<file path="config.mk">
export PLATFORM = sky130hd
export DESIGN_NAME = logit_accumulator_flat
export DESIGN_NICKNAME = d
export VERILOG_FILES = /design/src/rtl/logit_accumulator_if.sv /design/src/rtl/logit_accumulator.sv /design/src/flat_wrapper.sv
export SDC_FILE = /design/constraint.sdc
export NUM_CORES = 1
export LEC_CHECK = 0
export BUFFER_PORTS_ARGS = -buffer_cell sky130_fd_sc_hd__buf_2
export CAP_MARGIN = 5
export CORE_MARGIN = 2
export CORE_UTILIZATION = 59
export DETAILED_ROUTE_END_ITERATION = 8
export GPL_TIMING_DRIVEN = 0
export PLACE_DENSITY = 0.81
export SETUP_SLACK_MARGIN = 0.2
export SLEW_MARGIN = 20
export SYNTH_ARGS = -nofsm -noshare
export SYNTH_HDL_FRONTEND = slang
export SYNTH_SLANG_ARGS = --single-unit
export TNS_END_PERCENT = 1
</file>
<file path="constraint.sdc">
create_clock -name clk -period 5.8 [get_ports clk]
set_input_delay 0.58 -clock clk [delete_from_list [all_inputs] [get_ports clk]]
set_output_delay 0.58 -clock clk [all_outputs]
set_load 0.01 [all_outputs]
</file>
<file path="src/rtl/logit_accumulator_if.sv">
// Handshake bundle between the logit source, the accumulator and the downstream argmax.
interface logit_accumulator_if #(
  parameter int unsigned DATA_WIDTH = 32,
  parameter int unsigned IN_WIDTH   = 16
) ();

  logic                    i_valid;
  logic                    i_ready;
  logic [3*IN_WIDTH-1:0]   i_data;
  logic                    i_clear;
  logic                    o_valid;
  logic                    o_ready;
  logic [3*DATA_WIDTH-1:0] o_logits;
  logic                    o_sat;

  modport master (
    output i_valid, i_data, i_clear, o_ready,
    input  i_ready, o_valid, o_logits, o_sat
  );

  modport slave (
    input  i_valid, i_data, i_clear, o_ready,
    output i_ready, o_valid, o_logits, o_sat
  );

endinterface

</file>
<file path="src/rtl/logit_accumulator.sv">
// Sums NUM_STEPS beats of three signed per-class samples into saturating logits and
// holds each completed frame until downstream accepts it.
module logit_accumulator #(
  parameter int unsigned DATA_WIDTH = 32,
  parameter int unsigned IN_WIDTH   = 16,
  parameter int unsigned NUM_STEPS  = 8
) (
  input logic               clk,
  input logic               rst,
  logit_accumulator_if.slave bus
);

  localparam int unsigned CntW = (NUM_STEPS > 1) ? $clog2(NUM_STEPS) : 1;
  localparam logic [CntW-1:0] LastStep = CntW'(NUM_STEPS - 1);
  localparam logic [DATA_WIDTH-1:0] AccMax = {1'b0, {(DATA_WIDTH-1){1'b1}}};
  localparam logic [DATA_WIDTH-1:0] AccMin = {1'b1, {(DATA_WIDTH-1){1'b0}}};

  typedef enum logic [0:0] {StAccum, StHold} state_e;

  state_e                     state_q, state_d;
  logic [2:0][DATA_WIDTH-1:0] acc_q, acc_d, acc_sum;
  logic [CntW-1:0]            cnt_q, cnt_d;
  logic                       sticky_q, sticky_d;
  logic [3*DATA_WIDTH-1:0]    logits_q, logits_d;
  logic                       osat_q, osat_d;
  logic                       sat_hit;

  // Saturating per-class add; one extra bit exposes overflow as a top-two-bit mismatch.
  always_comb begin
    logic [IN_WIDTH-1:0]   sample;
    logic [DATA_WIDTH:0]   sum;
    acc_sum = '0;
    sat_hit = 1'b0;
    sample  = '0;
    sum     = '0;
    for (int k = 0; k < 3; k++) begin
      sample = bus.i_data[k*IN_WIDTH +: IN_WIDTH];
      sum    = {acc_q[k][DATA_WIDTH-1], acc_q[k]} +
               {{(DATA_WIDTH+1-IN_WIDTH){sample[IN_WIDTH-1]}}, sample};
      if (sum[DATA_WIDTH] != sum[DATA_WIDTH-1]) begin
        acc_sum[k] = sum[DATA_WIDTH] ? AccMin : AccMax;
        sat_hit    = 1'b1;
      end else begin
        acc_sum[k] = sum[DATA_WIDTH-1:0];
      end
    end
  end

  always_comb begin
    state_d  = state_q;
    acc_d    = acc_q;
    cnt_d    = cnt_q;
    sticky_d = sticky_q;
    logits_d = logits_q;
    osat_d   = osat_q;
    unique case (state_q)
      StAccum: begin
        if (bus.i_clear) begin
          acc_d    = '0;
          cnt_d    = '0;
          sticky_d = 1'b0;
        end else if (bus.i_valid) begin
          if (cnt_q == LastStep) begin
            logits_d = acc_sum;
            osat_d   = sticky_q | sat_hit;
            state_d  = StHold;
            acc_d    = '0;
            cnt_d    = '0;
            sticky_d = 1'b0;
          end else begin
            acc_d    = acc_sum;
            cnt_d    = cnt_q + 1'b1;
            sticky_d = sticky_q | sat_hit;
          end
        end
      end
      StHold: begin
        if (bus.o_ready) begin
          state_d = StAccum;
        end
      end
      default: state_d = StAccum;
    endcase
  end

  always_ff @(posedge clk) begin
    if (rst) begin
      state_q  <= StAccum;
      acc_q    <= '0;
      cnt_q    <= '0;
      sticky_q <= 1'b0;
      logits_q <= '0;
      osat_q   <= 1'b0;
    end else begin
      state_q  <= state_d;
      acc_q    <= acc_d;
      cnt_q    <= cnt_d;
      sticky_q <= sticky_d;
      logits_q <= logits_d;
      osat_q   <= osat_d;
    end
  end

  always_comb begin
    bus.i_ready  = (state_q == StAccum);
    bus.o_valid  = (state_q == StHold);
    bus.o_logits = logits_q;
    bus.o_sat    = osat_q;
  end

endmodule

</file>
<file path="src/flat_wrapper.sv">
// flat-port wrapper written by rule: the top's interface ports become plain ports
module logit_accumulator_flat 
#(
  parameter int unsigned DATA_WIDTH = 32,
  parameter int unsigned IN_WIDTH   = 16,
  parameter int unsigned NUM_STEPS  = 8
)
  (clk, rst, bus_i_valid, bus_i_data, bus_i_clear, bus_o_ready, bus_i_ready, bus_o_valid, bus_o_logits, bus_o_sat);
  logit_accumulator_if #(.DATA_WIDTH(DATA_WIDTH), .IN_WIDTH(IN_WIDTH)) bus_i ();
  input logic clk;
  input logic rst;
  input wire logic [$bits(bus_i.i_valid)-1:0] bus_i_valid;
  input wire logic [$bits(bus_i.i_data)-1:0] bus_i_data;
  input wire logic [$bits(bus_i.i_clear)-1:0] bus_i_clear;
  input wire logic [$bits(bus_i.o_ready)-1:0] bus_o_ready;
  output wire logic [$bits(bus_i.i_ready)-1:0] bus_i_ready;
  output wire logic [$bits(bus_i.o_valid)-1:0] bus_o_valid;
  output wire logic [$bits(bus_i.o_logits)-1:0] bus_o_logits;
  output wire logic [$bits(bus_i.o_sat)-1:0] bus_o_sat;
  assign bus_i.i_valid = bus_i_valid;
  assign bus_i.i_data = bus_i_data;
  assign bus_i.i_clear = bus_i_clear;
  assign bus_i.o_ready = bus_o_ready;
  assign bus_i_ready = bus_i.i_ready;
  assign bus_o_valid = bus_i.o_valid;
  assign bus_o_logits = bus_i.o_logits;
  assign bus_o_sat = bus_i.o_sat;
  logit_accumulator #(.DATA_WIDTH(DATA_WIDTH), .IN_WIDTH(IN_WIDTH), .NUM_STEPS(NUM_STEPS)) u_core (.clk(clk), .rst(rst), .bus(bus_i));
endmodule
</file>
# ---- Yosys cells after proc, flatten, opt, wreduce, memory -nomap -nowiden
# Index checks and enable logic that the tools add are counted.
dict set report word_totals {
  register_bits 198
  elab_cells 45
  input_bits 53
}
dict set report classes {
  n_reduce_logical 3
  bitwise 3
  n_addsub 4
  mux 23
  n_eq_ne 4
}
# operator n
set ops {}
lappend ops {{2-to-1 mux 96 bit} 3}
lappend ops {{2-to-1 mux 32 bit} 6}
lappend ops {{adder 32 x 16 -> 33 bit} 3}
lappend ops {{2-to-1 mux 1 bit} 10}
lappend ops {{2-to-1 mux 3 bit} 3}
lappend ops {{AND reduction 4 bit} 1}
lappend ops {{adder 3 x 1 -> 3 bit (second input constant)} 1}
lappend ops {{equality test 3 bit (second input constant)} 1}
lappend ops {{inequality test 1 bit} 3}
lappend ops {{NOT 1 bit} 2}
lappend ops {{one-hot mux 1 bit (2 select lines)} 1}
lappend ops {{AND reduction 2 bit} 1}
lappend ops {{nonzero test 2 bit} 1}
lappend ops {{OR 1 bit} 1}

# ---- Depth between registers and ports, before layout
# Gate-level depths: netlist of run 1.
dict set report depth {
  ltp_word 9
  depth_mapped 17
  ltp_nobuf 17
}

# ---- Worst setup path after synthesis of run 1
# OpenSTA, ideal clock, no wires.
dict set report synth_timing {
  path_type {in2reg}
  startpoint {input port bus_i_data[17]}
  endpoint {register u_core.logits_q[59] (netlist: u_core.bus.o_logits[59])}
  t_required_ns 5.730
  setup_slack_ns 1.429
  path_buffers 1
  arrival_ns 4.301
  stages 17
  setup_ns 0.070
  cell_sequence {ha_1 > a211oi_1 > o211ai_1 > a31oi_1 > o21bai_1 > a41o_1 > a22oi_1 > a311oi_1 > a211o_1 > a21o_1 > xor2_1 > ha_1 > clkinv_1 > nor2_1 > clkbuf_1 > o221ai_1 > a21oi_1}
}
dict set report synth_between {
  elab_chain_len 3
  word_cells_on_any_way 4
  cone_classes {1 x add/sub; 1 x eq/ne; 2 x mux}
}
# item line_no
set synth_rtl {}
lappend synth_rtl {{start, declared} flat_wrapper.sv:13} ;# input wire logic [$bits(bus_i.i_data)-1:0] bus_i_data;
lappend synth_rtl {{adder 32 x 16 -> 33 bit (*)} logit_accumulator.sv:38} ;# sum = {acc_q[k][DATA_WIDTH-1], acc_q[k]} +
lappend synth_rtl {{2-to-1 mux 32 bit / inequality test 1 bit (equally long branches)} {logit_accumulator.sv:41, logit_accumulator.sv:40}}
lappend synth_rtl {{2-to-1 mux 32 bit (*)} logit_accumulator.sv:40} ;# if (sum[DATA_WIDTH] != sum[DATA_WIDTH-1]) begin
lappend synth_rtl {{end signal, assigned} logit_accumulator.sv:99} ;# logits_q <= logits_d;
lappend synth_rtl {{end, declared} logit_accumulator.sv:24} ;# logic [3*DATA_WIDTH-1:0] logits_q, logits_d;
# Mark *: on every way between the ends. The rest lies on a longest branch, timed or not.
# A chain may end at the register's enable or synchronous reset.

# ---- Final worst setup path of run 1
dict set report layout_timing {
  startpoint {register u_core.acc_q[33] (netlist bit)}
  endpoint {register u_core.logits_q[59] (netlist: u_core.bus.o_logits[59])}
}
dict set report layout_between {
  elab_chain_len 3
  word_cells_on_any_way 4
  cone_classes {1 x add/sub; 1 x eq/ne; 2 x mux}
}
# item line_no
set layout_rtl {}
lappend layout_rtl {{start, declared} logit_accumulator.sv:21} ;# logic [2:0][DATA_WIDTH-1:0] acc_q, acc_d, acc_sum;
lappend layout_rtl {{start signal, assigned} logit_accumulator.sv:89} ;# acc_q <= '0;
lappend layout_rtl {{start signal, assigned} logit_accumulator.sv:96} ;# acc_q <= acc_d;
lappend layout_rtl {{adder 32 x 16 -> 33 bit (*)} logit_accumulator.sv:38}
lappend layout_rtl {{2-to-1 mux 32 bit / inequality test 1 bit (equally long branches)} {logit_accumulator.sv:41, logit_accumulator.sv:40}}
lappend layout_rtl {{2-to-1 mux 32 bit (*)} logit_accumulator.sv:40}
# Marks and branches as above.

==> out/summary.log, run 1 <==
[sta] setup violators final 0
[sta] number of max-slew violations in the final report 0
[placement] Placement Setup Slack 285.3 ps
[pwr] total power of the final layout 3.756 mW
[floorplanning] placeable core region 20,230 µm²
[worst_setup_path] critical path class reg2reg
[finish] post-route non-filler standard cell count 2,009
[sta] maximum clock skew at final layout 12.11 ps
[clock_network] clock slew at the register clock pins of the worst setup and hold paths 70 ps
[floorplanning] area enclosed by the die boundary 21,820 µm²
[pwr] peak supply drop 0.2050 mV
[drt] overall routed net length 38,960 µm
[clock_network] H-Tree Level Count 4
[placement] Placed Instances 1,978
[sta] setup repair after global routing missed its margin no
[floorplanning] num ports 152
[clock_network] number of buffers between clock root and the deepest sink 2
[sta] final count of hold timing violations 0
[clock_network] clock latency reported for the late side of the worst-skew pair 450 ps
[worst_setup_path] setup slack of the most critical reg-to-reg path 720 ps
[global_route] via count of the first global-routing pass 11,575
[worst_setup_path] Slowest-stage cell, CP sky130_fd_sc_hd__nor2_1
[finish] Final Cell Area 13,890 µm²
[drt] DRC viols 0
[floorplanning] vertical extent of the die 147.7 µm
[worst_setup_path] cell-by-cell trace of the critical path ha_1 -> a211oi_1 -> o211ai_1 -> a31oi_1 -> o21bai_1 -> a41o_1 -> a22oi_1 -> a311oi_1 -> a211o_1 -> a21o_1 -> xor2_1 -> ha_1 -> clkinv_1 -> nor2_1 -> clkbuf_2 -> o221ai_1 -> a21oi_1
[clock_network] count of hold-fix buffers inserted at cts 0
[drt] count of TritonRoute iterations in the first routing pass 5
[synth] fraction of post-synthesis cell area in the top cell type by area 32.53%
[synth] Synth Area in Adders 11.25%
[worst_setup_path] Most Frequent Cell on Critical Path sky130_fd_sc_hd__ha_1
[pwr] power density over the cells 270.4 nW/µm²
[drt] Starting DRT DRC Count 944
[finish] most frequent standard cell in the layout excluding fill and tap cells sky130_fd_sc_hd__o21ai_0
[synth] number of synthesized register bits 198
[global_route] first-pass GRT wire length 61,050 µm
[synth] multiplexer area fraction after synthesis 0.2977%
[synth] simple logic cell fraction of the synthesized area 16.59%
[synth] compound-gate portion of the synthesized area 29.40%
[synth] net count after synthesis 1,713
[clock_network] CTS Sinks 198
[synth] combinational family with the most area after synthesis compound AO/OA/AOI/OAI gates
[floorplanning] horizontal die dimension 147.7 µm
[placement] port buffer count 151
[floorplanning] site row count 52
[synth] synthesized area per cell 7.827 µm²
[job] Max Cap Violations 0
[sta] setup ws final 722.8 ps
[global_route] maximum number of pins on one net before global-route repair 18
[placement] global placer's final weighted congestion 0.9507
[worst_setup_path] CP arrival 5450 ps
[synth] cell types occupying the most area after synthesis sky130_fd_sc_hd__dfxtp_1, sky130_fd_sc_hd__ha_1, sky130_fd_sc_hd__o21ai_0
[global_route] gr ovfl total 0
[sta] slew of the pin with the lowest slew margin 819.9 ps
[clock_network] total clock buffers created by CTS 17
[placement] Cell Area, Placed 13,280 µm²
[drt] remaining antenna violation count 0
[drt] Routed WL per cell 19.39 µm
[sta] period utilization 87.54%
[finish] fillcell total 1,774
[synth] share of synthesized area occupied by flip-flops and latches 32.53%
[worst_setup_path] maximum net fanout on the critical path 10
[finish] Seq. cell area 3964 µm²
[finish] share of cells above drive strength 1 12.08%
[finish] final core occ 68.65%
[pwr] leakage component of the power 6.150 nW
[synth] parity-gate share of the synthesized area counting xor and xnor cells 5.975%
[worst_setup_path] required time at the endpoint of the critical path 6180 ps
[synth] post-synthesis instance area 12,190 µm²
[min_path] worst hold path class in2reg
[synth] most used flip-flop cell after synthesis sky130_fd_sc_hd__dfxtp_1
[sta] headroom to the max-slew limit 45.14%
[finish] P&R area growth vs syn 13.98%
[worst_setup_path] nature of the critical path startpoint flop
[synth] Post-synth EDFFs 0
[placement] DP Wirelength 29,710 µm
[synth] Async SR Flop Fraction 0%
[sta] highest attainable clock frequency 197.0 MHz
[worst_setup_path] largest stage delay on the critical path 470 ps
[finish] count of nets after finishing 1,883
[global_route] initial antenna violation count 0
[sta] final worst path period need 5077 ps
[finish] most used cells in the layout excluding fill and tap cells sky130_fd_sc_hd__o21ai_0, sky130_fd_sc_hd__dfxtp_1, sky130_fd_sc_hd__a21oi_1
[run_status] result of the run completed
[synth] library cell occupying the most area in the post-synthesis netlist sky130_fd_sc_hd__dfxtp_1
[worst_setup_path] crit path capture type flop
[sta] Final TNS setup 0 ps
[finish] area occupied by multi-input gates 7741 µm²
[sta] worst slack on hold paths 438.7 ps
[floorplanning] Initial Utilization 60.23%
[drt] total number of vias 12,302
[global_route] Overall Global Routing Usage 35.37%
[finish] antenna cells 0
[drt] post-detailed-route via-to-cell ratio 6.123
[synth] Yosys warning total 0
[clock_network] library cell used as clock root buffer sky130_fd_sc_hd__clkbuf_16
[clock_network] CTS tree yes
[synth] number of cells produced by synthesis 1,557
[synth] number of distinct library cells after synthesis 79
-- per-layer routing --
layer / vias to the layer above / routed length [µm] / track usage [%]
met2: 460 / 18200 / 58.74
met5: - / 0 / 0
li1: 5997 / - / -
met3: 88 / 2481 / 4.352
met4: 0 / 1420 / 14.47
met1: 5757 / 16860 / 46.80
-- critical path, delay by kind of cell, from the launching register on --
kind | cells | cell delay (ps)
AO/OA/AOI/OAI | 11 | 2770
buffers and inverters | 2 | 630
flip-flops | 1 | 380
AND/OR/NAND/NOR | 1 | 470
adder cells (fa/ha/maj) | 2 | 590
XOR/XNOR | 1 | 150
-- final cells by class --
| class | count | share of cell area [%] |
|---|---|---|
| buffer | 87 | 2.504 |
| clock buffer | 19 | 3.117 |
| clock inverter | 12 | 1.270 |
| inverter | 36 | 0.9728 |
| multi-input combinational | 1236 | 55.73 |
| sequential | 198 | 28.54 |
| tap | 270 | 2.432 |
| timing repair buffer | 151 | 5.440 |
-- state kept, by name, indices dropped and copies added (netlist names) --
register and cells:
u_core.bus.o_logits 96, u_core.bus.o_valid 1, u_core.bus.o_sat 1, u_core.acc_q 96, u_core.cnt_q 3, u_core.sticky_q 1
-- report_power, final --
| part | internal (mW) | switching (mW) | leakage [nW] |
|---|---|---|---|
| Clock | 0.721 | 0.555 | 0.294 |
| Combinational | 0.363 | 0.670 | 4.25 |
| Sequential | 1.41 | 0.0367 | 1.60 |
-- cell families after synthesis --
kind of cell               after synthesis
AOI/OAI and AO/OA                      595
and+or+nand+nor                        448
DFF                                    198
buffers and inverters                  123
adders and majority gates              109
xor gates and xnor gates                81
muxes                                    3
-- cells in the mapped netlist, types with 4 or more instances --
| master | instances |
|---|---|
| sky130_fd_sc_hd__nor4_1 | 9 |
| sky130_fd_sc_hd__a31oi_1 | 15 |
| sky130_fd_sc_hd__o21bai_1 | 18 |
| sky130_fd_sc_hd__nand3_1 | 21 |
| sky130_fd_sc_hd__a21boi_0 | 5 |
| sky130_fd_sc_hd__inv_1 | 34 |
| sky130_fd_sc_hd__xor2_1 | 35 |
| sky130_fd_sc_hd__nor3_1 | 32 |
| sky130_fd_sc_hd__nor2b_1 | 5 |
| sky130_fd_sc_hd__o22ai_1 | 5 |
| sky130_fd_sc_hd__a211o_1 | 4 |
| sky130_fd_sc_hd__o21a_1 | 14 |
| sky130_fd_sc_hd__xnor2_1 | 45 |
| sky130_fd_sc_hd__and2_1 | 15 |
| sky130_fd_sc_hd__nor3b_1 | 5 |
| sky130_fd_sc_hd__ha_1 | 100 |
| sky130_fd_sc_hd__nor2_1 | 126 |
| sky130_fd_sc_hd__clkbuf_1 | 69 |
| sky130_fd_sc_hd__a221o_1 | 8 |
| sky130_fd_sc_hd__or3_1 | 8 |
| sky130_fd_sc_hd__a211oi_1 | 31 |
| sky130_fd_sc_hd__o21ai_1 | 6 |
| sky130_fd_sc_hd__and3_1 | 8 |
| sky130_fd_sc_hd__maj3_1 | 6 |
| sky130_fd_sc_hd__dfxtp_1 | 198 |
| sky130_fd_sc_hd__nand2_1 | 170 |
| sky130_fd_sc_hd__buf_2 | 13 |
| sky130_fd_sc_hd__nand4_1 | 25 |
| sky130_fd_sc_hd__a21oi_1 | 180 |
| sky130_fd_sc_hd__o211ai_1 | 7 |
| sky130_fd_sc_hd__a22o_1 | 19 |
| sky130_fd_sc_hd__o31ai_1 | 7 |
| sky130_fd_sc_hd__a22oi_1 | 8 |
| sky130_fd_sc_hd__buf_1 | 4 |
| sky130_fd_sc_hd__o21ai_0 | 203 |
| sky130_fd_sc_hd__a21o_1 | 33 |
| sky130_fd_sc_hd__nand2b_1 | 13 |
-- repair_timing --
item | 4_1_cts | 5_1_grt
buffers inserted | 0 | 0
hold endpoints to repair | 0 | 0
gates resized for setup | 0 | 2
endpoints found under the setup margin | 0 | 10
-- worst paths after layout --
path / cells after the start / end / start
max: 17 / u_core.bus.o_logits[59] / u_core.acc_q[33]
min: 3 / u_core.bus.o_valid / bus_o_ready
max reg2reg: 17 / u_core.bus.o_logits[59] / u_core.acc_q[33]
min reg2reg: 2 / u_core.bus.o_logits[82] / u_core.bus.o_logits[82]
(Power assumes the default switching activity.)
==> run 2: changes to the inputs <==
--- a/config.mk
+++ b/config.mk
@@ -8,10 +8,12 @@
 export BUFFER_PORTS_ARGS = -buffer_cell sky130_fd_sc_hd__buf_2
 export CAP_MARGIN = 5
 export CORE_MARGIN = 2
-export CORE_UTILIZATION = 59
+export CORE_UTILIZATION = 61
+export CTS_BUF_LIST = sky130_fd_sc_hd__clkbuf_4
+export CTS_CLUSTER_DIAMETER = 60
 export DETAILED_ROUTE_END_ITERATION = 8
 export GPL_TIMING_DRIVEN = 0
-export PLACE_DENSITY = 0.81
+export PLACE_DENSITY = 0.83
 export SETUP_SLACK_MARGIN = 0.2
 export SLEW_MARGIN = 20
 export SYNTH_ARGS = -nofsm -noshare
==> run 2 against run 1 <==
The run now ends with DRC left. Worst hold slack got worse by 190 ps. Core utilization increased by 0.71 points. Combinational power about the same. Critical endpoint unchanged. Sequential power about the same. Cell count decreased by 0.15%. Global-route usage decreased by 0.19 points. Largest power group unchanged. Count of clock-buffer cells in the layout decreased by 2. Non-clock buffer count unchanged. Routed wire length decreased by 3.3%.
==> out/summary.log, run 2 (same netlist as run 1, synthesis figures left out) <==
[run_status] result of the run finished with violations
[run_status] violated checks DRC
[floorplanning] Initial Utilization 62.41%
[worst_setup_path] CP arrival 5710 ps
[sta] final worst path period need 5146 ps
[finish] Final Cell Area 13,540 µm²
[clock_network] CTS tree yes
[drt] highest metal layer with signal wires met4
[worst_setup_path] Most Frequent Cell on Critical Path sky130_fd_sc_hd__ha_1
[finish] share of cells above drive strength 1 12.24%
[floorplanning] vertical extent of the die 145.3 µm
[global_route] maximum number of pins on one net before global-route repair 20
[sta] setup violators final 0
[finish] P&R area growth vs syn 11.14%
[floorplanning] num ports 152
[finish] post-route non-filler standard cell count 2,006
[drt] overall routed net length 37,660 µm
[pwr] leakage component of the power 6.001 nW
[clock_network] clock slew at the register clock pins of the worst setup and hold paths 180 ps
[placement] global placer's final weighted congestion 0.9507
[worst_setup_path] cell-by-cell trace of the critical path ha_1 -> a211oi_1 -> o211ai_1 -> a31oi_1 -> o21bai_1 -> a41o_1 -> a22oi_1 -> a311oi_1 -> a211o_1 -> a21o_1 -> xor2_1 -> ha_1 -> clkinv_1 -> nor2_1 -> clkbuf_2 -> o221ai_1 -> a21oi_1
[sta] highest attainable clock frequency 194.3 MHz
[finish] most used cells in the layout excluding fill and tap cells sky130_fd_sc_hd__o21ai_0, sky130_fd_sc_hd__dfxtp_1, sky130_fd_sc_hd__a21oi_1
[clock_network] library cell used as clock root buffer sky130_fd_sc_hd__clkbuf_4
[sta] maximum clock skew at final layout 26.30 ps
[drt] total number of vias 12,407
[global_route] Overall Global Routing Usage 35.18%
[floorplanning] site row count 51
[global_route] initial antenna violation count 1
[job] Max Cap Violations 0
[worst_setup_path] required time at the endpoint of the critical path 6370 ps
[worst_setup_path] crit path capture type flop
[worst_setup_path] nature of the critical path startpoint flop
[sta] setup repair after global routing missed its margin no
[worst_setup_path] critical path class reg2reg
[drt] remaining antenna violation count 0
[floorplanning] placeable core region 19,530 µm²
[drt] Routed WL per cell 18.77 µm
[worst_setup_path] maximum net fanout on the critical path 10
[sta] number of max-slew violations in the final report 0
[drt] met2 wire length 17,260 µm
[placement] port buffer count 151
[placement] Placed Instances 1,973
[global_route] first-pass GRT wire length 60,150 µm
[drt] Starting DRT DRC Count 932
[pwr] peak supply drop 0.1474 mV
[drt] DRC viols 2
[placement] DP Wirelength 28,910 µm
[clock_network] number of buffers between clock root and the deepest sink 2
[clock_network] CTS Sinks 198
[floorplanning] area enclosed by the die boundary 21,130 µm²
[pwr] power density over the cells 237.1 nW/µm²
[global_route] via count of the first global-routing pass 11,819
[sta] worst slack on hold paths 247.1 ps
[worst_setup_path] largest stage delay on the critical path 510 ps
[finish] count of nets after finishing 1,883
[clock_network] count of hold-fix buffers inserted at cts 0
[drt] metal1 wirelength 15,860 µm
[drt] count of TritonRoute iterations in the first routing pass 7
[clock_network] H-Tree Level Count 4
[pwr] total power of the final layout 3.211 mW
[sta] period utilization 88.72%
[sta] Final TNS setup 0 ps
[min_path] worst hold path class in2reg
[drt] metal3 WL 2871 µm
[drt] post-detailed-route via-to-cell ratio 6.185
[global_route] gr ovfl total 0
[clock_network] clock latency reported for the late side of the worst-skew pair 620 ps
[sta] slew of the pin with the lowest slew margin 829.7 ps
[clock_network] Setup Buffers After CTS 0
[sta] headroom to the max-slew limit 44.49%
[floorplanning] horizontal die dimension 145.3 µm
[clock_network] total clock buffers created by CTS 17
[sta] final count of hold timing violations 0
[placement] Cell Area, Placed 13,270 µm²
[worst_setup_path] Slowest-stage cell, CP sky130_fd_sc_hd__nor2_1
[clock_network] number of gates given a new drive strength after cts 0
[finish] most frequent standard cell in the layout excluding fill and tap cells sky130_fd_sc_hd__o21ai_0
==> run 2: power breakdown <==
group | internal (mW) | switching, mW | total (mW)
logic | 0.363 | 0.666 | 1.03
clock network | 0.189 | 0.545 | 0.734
registers | 1.41 | 0.0355 | 1.45
total | 1.96 | 1.25 | 3.21
==> run 2: final cells by class <==
class	instances	area [µm²]
repair buffers	151	755.7
multi-input cells	1236	7741
well taps	265	331.6
fillers	1772	5982
clock inverters	15	138.9
plain buffers	87	347.8
flip-flops and latches	198	3964
inverters	36	135.1
diodes	1	2.502
clock buffers	17	127.6
==> run 2: worst paths after layout <==
check / startpoint / end / slack, ps / cells after the start
hold / removal: bus_o_ready / u_core.bus.o_valid / 250 / 3
setup reg to reg: u_core.acc_q[33] / u_core.bus.o_logits[59] / 650 / 17
setup / recovery: u_core.acc_q[33] / u_core.bus.o_logits[59] / 650 / 17
hold reg to reg: u_core.acc_q[91] / u_core.acc_q[91] / 470 / 2
==> run 2: routing by layer <==
layer,vias up,GRT usage [%]
met2,490,57.84
met4,0,16.23
met3,107,6.270
met1,5818,45.18
met5,-,0
li1,5992,-
==> run 2: worst max-delay path, delay by kind of cell, from the launching register on <==
| family | cells | cell delay, ps |
|---|---|---|
| compound gates | 11 | 2790 |
| xor+xnor | 1 | 150 |
| fa+ha+maj | 2 | 590 |
| buf+inv | 2 | 630 |
| flops | 1 | 420 |
| simple gates | 1 | 510 |
==> run 2: per-stage QoR <==
stage	util, %	setup slack, ps
after floorplan	-	1429
after global placement	67.98	321.7
after detailed placement	67.98	288.5
after CTS	69.35	620.1
after global routing	69.36	338.3
final	69.36	654.0
==> run 3: changes to the inputs <==
--- a/config.mk
+++ b/config.mk
@@ -13,6 +13,7 @@
 export CTS_CLUSTER_DIAMETER = 60
 export DETAILED_ROUTE_END_ITERATION = 8
 export GPL_TIMING_DRIVEN = 0
+export MAX_ROUTING_LAYER = met4
 export PLACE_DENSITY = 0.83
 export SETUP_SLACK_MARGIN = 0.2
 export SLEW_MARGIN = 20
==> constraint.sdc (replaced) <==
create_clock -name clk -period 5.9 [get_ports clk]
set_input_delay 0.59 -clock clk [delete_from_list [all_inputs] [get_ports clk]]
set_output_delay 0.59 -clock clk [all_outputs]
set_load 0.01 [all_outputs]
==> run 3 against run 2 <==
The flow now finishes without violations. Core utilization increased by 0.44 points. Register-to-register slack better by 40 ps. Clock skew decreased by 3.1 ps. Maximum frequency fell by 1.1%. Clock power grew 21%. Worst hold slack improved by 25 ps. Count of clock-buffer cells in the layout did not move. Non-clock buffer count unchanged. Final area is 0.64% higher. Combinational power about the same. Flip-flop and latch count did not move. Via count hardly changed. Highest routed layer unchanged.
==> out/summary.log, run 3 (same netlist as run 1, synthesis figures left out) <==
[sta] setup repair after global routing missed its margin no
[sta] maximum clock skew at final layout 23.24 ps
[finish] P&R area growth vs syn 11.85%
[finish] fillcell total 1,763
[floorplanning] num ports 152
[global_route] first-pass GRT wire length 60,460 µm
[worst_setup_path] nature of the critical path startpoint flop
[drt] post-detailed-route via-to-cell ratio 6.191
[global_route] initial antenna violation count 1
[global_route] most congested layer reported by global routing met2
[drt] count of TritonRoute iterations in the first routing pass 7
[sta] final worst path period need 5205 ps
[min_path] worst hold path class in2reg
[worst_setup_path] critical path class reg2reg
[pwr] Clk network pwr share 26.7%
[min_path] number of stages on the worst hold path 3
[floorplanning] placeable core region 19,530 µm²
[global_route] GR Util met3 5.893%
[clock_network] CTS Sinks 198
[drt] remaining antenna violation count 0
[clock_network] clock latency reported for the late side of the worst-skew pair 610 ps
[clock_network] library cell used as clock root buffer sky130_fd_sc_hd__clkbuf_4
[pwr] net switching power 1.194 mW
[worst_setup_path] cell-by-cell trace of the critical path ha_1 -> a211oi_1 -> o211ai_1 -> a31oi_1 -> o21bai_1 -> a41o_1 -> a22oi_1 -> a311oi_1 -> a211o_1 -> a21o_1 -> xor2_1 -> ha_1 -> clkinv_1 -> nor2_1 -> buf_2 -> a21oi_1 -> a211oi_1
[worst_setup_path] worst r2r path cells 17
[clock_network] H-Tree Level Count 4
[sta] highest attainable clock frequency 192.1 MHz
[sta] number of max-slew violations in the final report 0
[worst_setup_path] critical path's top delay family compound AO/OA/AOI/OAI gates
[sta] slew of the pin with the lowest slew margin 858.5 ps
[pwr] peak supply drop 0.1456 mV
[placement] port buffer count 151
[drt] Starting DRT DRC Count 866
[sta] setup violators final 0
[finish] share of cells above drive strength 1 12.18%
[placement] Cell Area, Placed 13,270 µm²
[placement] global placer's final weighted congestion 0.9773
[clock_network] CTS tree yes
[worst_setup_path] number of buffers and inverters on the critical path 2
[global_route] via count of the first global-routing pass 11,595
[worst_setup_path] CP arrival 5730 ps
[finish] most frequent standard cell in the layout excluding fill and tap cells sky130_fd_sc_hd__o21ai_0
[finish] area occupied by multi-input gates 7741 µm²
[placement] DP Wirelength 29,110 µm
[sta] period utilization 88.22%
[clock_network] clock slew at the register clock pins of the worst setup and hold paths 160 ps
[clock_network] number of buffers between clock root and the deepest sink 2
[sta] final count of hold timing violations 0
[drt] total number of vias 12,419
[global_route] Overall Global Routing Usage 36.51%
[sta] Final TNS setup 0 ps
[clock_network] total clock buffers created by CTS 17
[pwr] switching part of the total 35.95%
[finish] Final Cell Area 13,630 µm²
[finish] Seq. cell area 3964 µm²
[pwr] power density over the cells 243.7 nW/µm²
[finish] most used cells in the layout excluding fill and tap cells sky130_fd_sc_hd__o21ai_0, sky130_fd_sc_hd__dfxtp_1, sky130_fd_sc_hd__a21oi_1
[worst_setup_path] Slowest-stage cell, CP sky130_fd_sc_hd__a31oi_1
[finish] count of nets after finishing 1,883
[pwr] total power of the final layout 3.322 mW
[job] Max Cap Violations 0
[worst_setup_path] largest stage delay on the critical path 470 ps
[drt] DRC viols 0
[floorplanning] horizontal die dimension 145.3 µm
[floorplanning] Initial Utilization 62.41%
[pwr] fraction of power consumed by combinational cells 30.5%
[pwr] register share of total power 42.8%
[floorplanning] site row count 51
[worst_setup_path] crit path capture type flop
[run_status] result of the run completed
[global_route] met2 usage 58.51%
[worst_setup_path] maximum net fanout on the critical path 10
[global_route] fraction of met1 tracks used by global routing 47.07%
[clock_network] Setup Buffers After CTS 0
[drt] overall routed net length 37,980 µm
[sta] headroom to the max-slew limit 42.55%
[floorplanning] vertical extent of the die 145.3 µm
[floorplanning] area enclosed by the die boundary 21,130 µm²
[global_route] maximum number of pins on one net before global-route repair 18
[global_route] gr ovfl total 0
[worst_setup_path] Critical Path Stages 17
[pwr] Pint 2.128 mW
[drt] Routed WL per cell 18.94 µm
[worst_setup_path] required time at the endpoint of the critical path 6420 ps
[pwr] leakage component of the power 6.038 nW
==> run 3: changes by cell type in the layout (fill, tap and decap cells not counted), sizes merged <==
cell,previous run,this run
clkinvlp,1,2
inv,42,38
bufinv,0,5
clkinv,8,6
==> run 3: area by class of cell <==
type / instances / area share, %
multi-input cells: 1236 / 56.79
inverters: 36 / 0.9914
clock buffers: 17 / 0.9363
clock inverters: 15 / 1.652
repair buffers: 151 / 5.544
diodes: 1 / 0.01836
flip-flops and latches: 198 / 29.08
plain buffers: 87 / 2.552
well taps: 265 / 2.433
==> run 3: worst paths after layout <==
path,slack (ps),from,endpoint
worst min register to register,470,u_core.bus.o_logits[53],u_core.bus.o_logits[53]
worst max register to register,700,u_core.acc_q[33],u_core.bus.o_logits[47]
worst max-delay path,700,u_core.acc_q[33],u_core.bus.o_logits[47]
worst min-delay path,270,bus_o_ready,u_core.bus.o_valid
==> run 3: worst reg2reg max path: cells and delay by family (launching register included) <==
kind            cells  cell delay, ps
flops               1             430
simple gates        1             470
xor+xnor            1             160
fa+ha+maj           2             600
compound gates     11            2900
buf+inv             2             590
==> run 3: power by group through the flow <==
stage / sequential (mW) / clock [mW] / combinational [mW]
final: 1.42 / 0.886 / 1.01
after global routing: 1.43 / 0.940 / 1.12
after global placement: 1.45 / 0 / 0.971
after detailed placement: 1.45 / 0 / 0.987
after floorplan: 1.44 / 0 / 0.732
after CTS: 1.42 / 0.882 / 0.992
==> run 3: routing by layer <==
metal	vias to the layer above	part of all wire, %
li1	6003	-
met1	5898	44
met2	434	47
met3	84	6.1
met4	0	3.3
met5	-	0
==> run 3: stage by stage <==
step	util, %	worst slack (ps)	hold slack [ps]	instances
after floorplan	-	1519	419.7	1557
after detailed placement	67.98	299.2	437.0	1973
final	69.81	695.2	272.2	2006
after global routing	69.81	325.5	243.6	2006
after CTS	69.79	628.7	265.2	2005
after global placement	67.98	355.1	429.7	1973
==> run 3: timing repair <==
action	4_1_cts	5_1_grt
gates resized for setup	0	2
hold endpoints to repair	0	0
endpoints found under the setup margin	0	3
hold buffers	0	0
